**src/rtl/dds_symbol_scheduler.sv**
```systemverilog
// Symbol-rate controller for the DDS sine datapath: gates DDS reset, counts
// samples per symbol and applies ASK or BPSK keying to the DDS output.
`timescale 1ns/1ps
module dds_symbol_scheduler #(
    parameter int unsigned SAMPLES_PER_PERIOD = 256,
    parameter int unsigned DDS_LAT            = 1
) (
    input  logic       clk,
    input  logic       rst,
    input  logic       mode,
    input  logic [7:0] cfg_periods,
    input  logic       sym_valid,
    input  logic       sym_bit,
    output logic       sym_ready,
    output logic       dds_rst_n,
    input  logic [8:0] dds_sample,
    output logic [8:0] mod_out,
    output logic       mod_valid,
    output logic       sym_done,
    output logic       busy
);

    localparam int unsigned SW = $clog2(SAMPLES_PER_PERIOD);
    localparam int unsigned LW = (DDS_LAT > 1) ? $clog2(DDS_LAT) : 1;
    localparam logic [SW-1:0] SAMP_LAST = SW'(SAMPLES_PER_PERIOD - 1);
    localparam logic [SW-1:0] SAMP_PRE  = SW'(SAMPLES_PER_PERIOD - 2);
    localparam logic [LW-1:0] LAT_LAST  = LW'((DDS_LAT > 0) ? DDS_LAT - 1 : 0);

    typedef enum logic [1:0] {IDLE, PRIME, RUN} state_t;

    state_t        state;
    logic [SW-1:0] samp_cnt;
    logic [7:0]    per_cnt;
    logic [7:0]    periods;
    logic [LW-1:0] wait_cnt;
    logic          latched_bit;
    logic          latched_mode;

    logic          last_c;
    logic          pre_last_c;
    logic [8:0]    neg_c;
    logic [8:0]    key_c;

    // Last-sample detection, plus one cycle early so sym_ready can be registered
    always_comb begin
        last_c     = (state == RUN) && (samp_cnt == SAMP_LAST) && (per_cnt == periods - 8'd1);
        pre_last_c = (state == RUN) && (samp_cnt == SAMP_PRE) && (per_cnt == periods - 8'd1);
    end

    // Keying; -(-256) has no 9-bit representation so it clips to +255
    always_comb begin
        neg_c = (dds_sample == 9'h100) ? 9'h0FF : 9'(~dds_sample + 9'd1);
        key_c = 9'd0;
        if (latched_bit)
            key_c = dds_sample;
        else if (latched_mode)
            key_c = neg_c;
    end

    always_ff @(posedge clk) begin
        if (!rst) begin
            state        <= IDLE;
            samp_cnt     <= '0;
            per_cnt      <= 8'd0;
            periods      <= 8'd0;
            wait_cnt     <= '0;
            latched_bit  <= 1'b0;
            latched_mode <= 1'b0;
            sym_ready    <= 1'b1;
            dds_rst_n    <= 1'b0;
            mod_out      <= 9'd0;
            mod_valid    <= 1'b0;
            sym_done     <= 1'b0;
            busy         <= 1'b0;
        end else begin
            sym_done  <= last_c;
            mod_valid <= (state == RUN);
            mod_out   <= (state == RUN) ? key_c : 9'd0;
            case (state)
                IDLE: begin
                    if (sym_valid && sym_ready) begin
                        latched_bit  <= sym_bit;
                        latched_mode <= mode;
                        periods      <= (cfg_periods == 8'd0) ? 8'd1 : cfg_periods;
                        samp_cnt     <= '0;
                        per_cnt      <= 8'd0;
                        wait_cnt     <= '0;
                        sym_ready    <= 1'b0;
                        dds_rst_n    <= 1'b1;
                        busy         <= 1'b1;
                        state        <= (DDS_LAT == 0) ? RUN : PRIME;
                    end
                end
                PRIME: begin
                    if (wait_cnt == LAT_LAST)
                        state <= RUN;
                    else
                        wait_cnt <= wait_cnt + LW'(1);
                end
                RUN: begin
                    if (last_c) begin
                        // Back-to-back accept keeps the DDS running for phase continuity
                        if (sym_valid) begin
                            latched_bit  <= sym_bit;
                            latched_mode <= mode;
                            periods      <= (cfg_periods == 8'd0) ? 8'd1 : cfg_periods;
                            samp_cnt     <= '0;
                            per_cnt      <= 8'd0;
                            sym_ready    <= 1'b0;
                        end else begin
                            state     <= IDLE;
                            sym_ready <= 1'b1;
                            dds_rst_n <= 1'b0;
                            busy      <= 1'b0;
                        end
                    end else begin
                        samp_cnt  <= samp_cnt + SW'(1);
                        sym_ready <= pre_last_c;
                        if (samp_cnt == SAMP_LAST)
                            per_cnt <= per_cnt + 8'd1;
                    end
                end
                default: state <= IDLE;
            endcase
        end
    end

endmodule
```
**config.mk**
```make
export PLATFORM = sky130hd
export DESIGN_NAME = dds_symbol_scheduler
export DESIGN_NICKNAME = d
export VERILOG_FILES = /design/src/rtl/dds_symbol_scheduler.sv
export SDC_FILE = /design/constraint.sdc
export NUM_CORES = 1
export LEC_CHECK = 0
export CAP_MARGIN = 20
export CORE_MARGIN = 2
export CORE_UTILIZATION = 49
export CTS_BUF_LIST = sky130_fd_sc_hd__clkbuf_16
export CTS_CLUSTER_DIAMETER = 40
export DETAILED_ROUTE_END_ITERATION = 16
export PLACE_DENSITY = 0.79
export SYNTH_ARGS = -nofsm -noshare
export SYNTH_HDL_FRONTEND = slang
export SYNTH_SLANG_ARGS = --single-unit
```
**constraint.sdc**
```tcl
create_clock -name clk -period 2.5 [get_ports clk]
set_clock_uncertainty 0.1 [all_clocks]
set_input_delay 0.375 -clock clk [delete_from_list [all_inputs] [get_ports clk]]
set_output_delay 0.375 -clock clk [all_outputs]
set_load 0.005 [all_outputs]
```
==> results of run 1 <==
-- through the flow --
stage                     std cells  utilization, %  setup TNS, ns  total power [mW]  hold WS [ns]
final                           421            69.5              0              1.77         0.370
after global placement          402            62.7        -0.0210              1.07         0.357
after CTS                       410            65.7              0              1.71         0.374
after detailed placement        402            62.7         -0.419              1.08         0.366
after global routing            421            69.5         -0.193              1.84         0.409
after floorplan                 291               -              0             0.943         0.342
-- flip-flops by register name (all words and copies together), names as in the netlist --
register      flops
periods           8
latched_mode      1
sym_ready         1
mod_out           9
state             2
busy              1
samp_cnt          8
latched_bit       1
mod_valid         1
per_cnt           8
sym_done          1
-- cell usage after synthesis (all sizes together) (3+ instances only) --
cell | n | area share, %
dfxtp | 41 | 33
nand2 | 29 | 4.4
a21oi | 26 | 5.4
nor2 | 17 | 2.6
nand3 | 15 | 3.0
inv | 13 | 2.0
nor3 | 12 | 2.4
clkbuf | 10 | 2.7
mux2i | 10 | 4.0
o31ai | 8 | 2.4
or4 | 8 | 2.6
o21ai | 7 | 1.4
nor2b | 6 | 1.5
ha | 5 | 2.5
xor2 | 5 | 1.8
buf | 4 | 1.2
nand2b | 4 | 1.0
nand3b | 4 | 1.2
or3 | 4 | 1.0
xnor2 | 4 | 1.4
a211oi | 3 | 1.1
a31oi | 3 | 1.4
and2 | 3 | 0.81
and3 | 3 | 0.81
nor4 | 3 | 1.4
o2111a | 3 | 1.4
o21a | 3 | 0.91
o221a | 3 | 1.4
o221ai | 3 | 1.1
-- final cells by class --
| type | instances | area, sq um |
|---|---|---|
| Tap cell | 67 | 83.8 |
| Fill cell | 394 | 1460 |
| Clock inverter | 3 | 17.5 |
| Inverter | 14 | 52.6 |
| Multi-Input combinational cell | 223 | 1590 |
| Clock buffer | 5 | 125 |
| Timing Repair Buffer | 68 | 636 |
| Sequential cell | 41 | 825 |
-- timing repair --
item,4_1_cts,5_1_grt
setup buffers,0,9
gates cloned,0,2
setup endpoints to repair,14,32
pin swaps,1,17
gates resized for setup,3,20
-- layer usage --
layer  part of all wire (%)  track usage, %  routed length (um)
met1                     44            30.3                2920
met2                     50            37.0                3360
met3                    3.8            4.55                 252
met4                    1.7            7.94                 116
met5                      0               0                   0
-- final timing paths --
check / start / to / slack [ns] / cells past startpoint
worst max-delay path: periods[5] / samp_cnt[6] / 0.06 / 8
worst max register to register: periods[5] / samp_cnt[6] / 0.06 / 8
worst min register to register: samp_cnt[5] / samp_cnt[5] / 0.37 / 2
worst min-delay path: samp_cnt[5] / samp_cnt[5] / 0.37 / 2
-- kinds of logic after synthesis --
logic type                 synth area share, %
and+or+nand+nor                           27.4
AOI/OAI and AO/OA                         23.7
DFF                                       33.2
buffers and inverters                     6.02
muxes                                     4.04
xor gates and xnor gates                  3.18
adders and majority gates                 2.53
-- power by group through the flow --
stage / clock, mW / combinational (mW) / sequential (mW)
after floorplan: 0 / 0.223 / 0.720
after global placement: 0 / 0.344 / 0.729
after detailed placement: 0 / 0.351 / 0.729
after CTS: 0.644 / 0.355 / 0.715
after global routing: 0.664 / 0.452 / 0.723
final: 0.634 / 0.416 / 0.718
-- worst max-delay path, stage by stage, from the launching register on --
cell	delay (ns)
dfxtp_2	0.34
nor4_4	0.36
a2111oi_2	0.12
a311o_2	0.45
buf_6	0.14
buf_4	0.12
o2111a_1	0.33
o31ai_1	0.27
a21oi_1	0.10
==> metrics.txt, run 1 <==
synthesized flop and latch total=41; Place WS=-0.0896 ns; CTS tree=done; Clock Latency Late Sink=0.28 ns; Yosys cell types=65; Critical Path RT=2.57 ns; CTS Hold Bufs=0; Overflow after GRT=0; overall routing resource usage=22.8%; Gate Count Post-Synth=291; critical path class=register to register; Peak supply drop=0.391 mV; crit path max fanout=6; async set-reset flop share out of synthesis=0%; wire per inst=15.8 um; Hold Vio Cnt, Final=0; CTS Root Cell=clkbuf_16; commonest cells after routing, fill and taps aside=dfxtp_1 (38), clkdlybuf4s50_1 (35), nand2_1 (29), buf_4 (29), a21oi_1 (24); Rows=25; CP arrival=2.51 ns; core footprint=4790 sq um; die height=75.1 um; Routed WL=6.65 mm; RSZ-0062 raised after global routing=true; leak pwr=1.26 nW; PnR worst setup slack=0.0594 ns; boundary pin count=36; syn nets=318; most common cell after layout, fill and taps aside=dfxtp_1; syn_area_per_cell=8.50 sq um; Post-DP HPWL=4.47 mm; vias per inst=5.84; n_diodes=0; CP startpoint kind=register; Worst slew margin=56.3%; CTS clk-pin slew, worst paths=0.06 ns; worst slew pin tran=0.650 ns; PD cells=531 nW/um^2; post-synthesis sequential area ratio=33.2%; CTS Buf Count=5; Starting Density=51.7%; initial antenna violation count=0; Fmax=410 MHz; Synth Cell Area=2470 sq um; Iter 0 DRT Violations=116; sequential power share=40.6%; Die Wd=75.1 um; top_reg_cell synth=dfxtp_1; vias in the first global route=2,163; residual DRC count=0; Clock Tree Buf Depth=2; number of synthesized flops with an enable pin=0; # port buffers=35; Post-Place Cell Area=3000 sq um; Crit. End Element=register; total internal power=1.26 mW; max-cap violations=0; Sw Ratio=28.6%; Comb pwr share=23.5%; antenna-violating nets left=0; die area=5640 sq um; clk sinks=41; HP Class=register to register; fin nets=380; status=finished clean; crit share post-route=97.6%; final worst path period need=2.44 ns; final-report max-slew violation count=0; Area Growth Syn to Fin=34.4%; largest net degree at the start of global routing=32; P_sw=0.506 mW; layout cells sized above 1=22.9%; Final setup viols=0; clock power share=35.9%; wire length of the first global-routing pass=9.89 mm; Ys Warns=0; cell area after layout=3330 sq um; via count=2,458; GP Congestion=0.837; DRT Pass-1 Iters=4; H-tree depth=2
(Power assumes the default switching activity.)
==> run 2: changes to the inputs <==
SKIP_CTS_REPAIR_TIMING = 1   (was not set)
==> metrics.txt, run 2 (synthesized netlist as in run 1, its figures left out) <==
status=complete, but fails checks (was finished clean); failing checks=negative setup slack; Area Growth Syn to Fin=34.5% (was 34.4%); final-report max-slew violation count=0 (unchanged); PD cells=527 nW/um^2 (was 531 nW/um^2); CP startpoint kind=register (unchanged); via count=2,476 (was 2,458); GP Congestion=0.837 (unchanged); Die Wd=75.1 um (unchanged); Overflow after GRT=0 (unchanged); max-cap violations=0 (unchanged); Sw Ratio=28.7% (was 28.6%); Final setup viols=5 (was 0); die area=5640 sq um (unchanged); CTS clk-pin slew, worst paths=0.06 ns (about the same); clk sinks=41 (unchanged); H-tree depth=2 (unchanged); total internal power=1.25 mW (was 1.26 mW); WL met3=355 um (was 252 um); uppermost layer routed=met4 (unchanged); Critical Path RT=2.57 ns (about the same); Comb pwr share=23.0% (was 23.5%); Worst slew margin=59.5% (was 56.3%); Iter 0 DRT Violations=155 (was 116); HP Class=register to register (unchanged); leak pwr=1.27 nW (was 1.26 nW); fillers=391 (was 394); clock power share=36.0% (was 35.9%); post-route insts no fill=420 (was 421); final worst path period need=2.51 ns (was 2.44 ns); Most common cell on crit path=buf_6; Hold Vio Cnt, Final=0 (unchanged); P_sw=0.503 mW (was 0.506 mW); fin nets=379 (was 380); crit path max fanout=8 (was 6); overall routing resource usage=22.8% (unchanged); layout cells sized above 1=23.5% (was 22.9%); Starting Density=51.7% (unchanged); initial antenna violation count=0 (unchanged); Register Area=825 sq um (unchanged); vias in the first global route=2,163 (unchanged); crit-path leading delay family=compound AO/OA/AOI/OAI gates (unchanged); sequential power share=40.9% (was 40.6%); antenna-violating nets left=0 (unchanged); max FFs per register=9 (unchanged); CTS tree=done (unchanged); core footprint=4790 sq um (unchanged); PnR worst setup slack=-0.00780 ns (was 0.0594 ns); residual DRC count=0 (unchanged); CTS Buf Count=5 (unchanged); Peak supply drop=0.403 mV (was 0.391 mV); commonest cells after routing, fill and taps aside=dfxtp_1 (38), clkdlybuf4s50_1 (35), nand2_1 (29), buf_4 (28) (was dfxtp_1 (38), clkdlybuf4s50_1 (35), nand2_1 (29), buf_4 (29), a21oi_1 (24)); CTS Root Cell=clkbuf_16 (unchanged); boundary pin count=36 (unchanged); Biggest register=mod_out (unchanged); critical-path cell list=inv_2, ha_4, and2b_2, or3_4, a31oi_4, buf_6, o211ai_4, buf_6, o311ai_4, clkbuf_16, a21oi_2 (was nor4_4, a2111oi_2, a311o_2, buf_6, buf_4, o2111a_1, o31ai_1, a21oi_1); critical path class=register to register (unchanged); Rows=25 (unchanged); largest net degree at the start of global routing=32 (unchanged); n_diodes=0 (unchanged); area of the multi-input gates=1600 sq um (was 1590 sq um); Clock Latency Late Sink=0.28 ns (about the same); Routed WL=6.74 mm (was 6.65 mm); WP buf/inv=4 (was 2); worst slew pin tran=0.607 ns (was 0.650 ns); CP arrival=2.58 ns (was 2.51 ns); RSZ-0062 raised after global routing=true (unchanged); wire length of the first global-routing pass=9.89 mm (unchanged); # port buffers=35 (unchanged); dpl cells=402 (unchanged); die height=75.1 um (unchanged); Clock Tree Buf Depth=2 (unchanged); DRT Pass-1 Iters=4 (unchanged); total length of routed met2 wires=3.36 mm (about the same); most common cell after layout, fill and taps aside=dfxtp_1 (unchanged); slowest stage delay, CP=0.38 ns (was 0.45 ns); Post-DP HPWL=4.47 mm (unchanged); Crit. End Element=register (unchanged); wire per inst=16.0 um (was 15.8 um); TNS Setup=-0.0267 ns (was 0 ns); Met1 Wirelength=2.92 mm (about the same); crit path max-delay cell type=o311ai_4 (was a311o_2); vias per inst=5.90 (was 5.84); Fmax=399 MHz (was 410 MHz); crit share post-route=100% (was 97.6%)
-- run 2: changes by cell type in the layout (fill, tap and decap cells not counted), moves of 2 or more --
cell,change
a21oi_1,-7
a21oi_2,+7
o31ai_1,+2
o31ai_2,-2
-- run 2: area by class of cell --
cell class | count | area share (%)
timing repair buffer | 67 | 18.9
sequential | 41 | 24.8
clock buffer | 5 | 3.76
clock inverter | 3 | 0.526
tap | 67 | 2.52
inverter | 14 | 1.58
multi-input combinational | 223 | 48.0
-- run 2: worst paths after layout --
path / startpoint / slack (ns) / depth (start not counted) / endpoint
setup / recovery: periods[1] / -0.008 / 11 / samp_cnt[6]
hold / removal: samp_cnt[5] / 0.38 / 2 / samp_cnt[5]
setup reg to reg: periods[1] / -0.008 / 11 / samp_cnt[6]
hold reg to reg: samp_cnt[5] / 0.38 / 2 / samp_cnt[5]
-- run 2: power by group through the flow --
stage	Sequential [mW]	Combinational [mW]	Clock [mW]
finish	0.718	0.405	0.632
global route	0.723	0.438	0.663
detailed placement	0.729	0.351	0
CTS	0.715	0.355	0.644
global placement	0.729	0.344	0
floorplan	0.720	0.223	0
-- run 2: per-layer routing --
layer	track usage, %	vias up
met5	0	-
met1	30.3	1173
met4	7.94	0
li1	-	1212
met3	4.55	9
met2	37.0	82
-- run 2: through the flow --
step / power, mW / hold slack, ns / instance area (sq um) / setup slack, ns / utilization, %
finish: 1.75 / 0.380 / 3330 / -0.00780 / 69.5
global route: 1.82 / 0.406 / 3330 / -0.0996 / 69.5
CTS: 1.71 / 0.374 / 3140 / -0.0666 / 65.7
detailed placement: 1.08 / 0.366 / 3000 / -0.0896 / 62.7
global placement: 1.07 / 0.357 / 3000 / -0.0210 / 62.7
floorplan: 0.943 / 0.342 / 2480 / 0.0170 / -
-- run 2: worst register-to-register path, delay by kind of cell, from the launching register on --
| family | cells | cell delay [ns] |
|---|---|---|
| compound gates | 4 | 0.69 |
| buf+inv | 4 | 0.56 |
| simple gates | 2 | 0.53 |
| flops | 1 | 0.33 |
| fa+ha+maj | 1 | 0.17 |
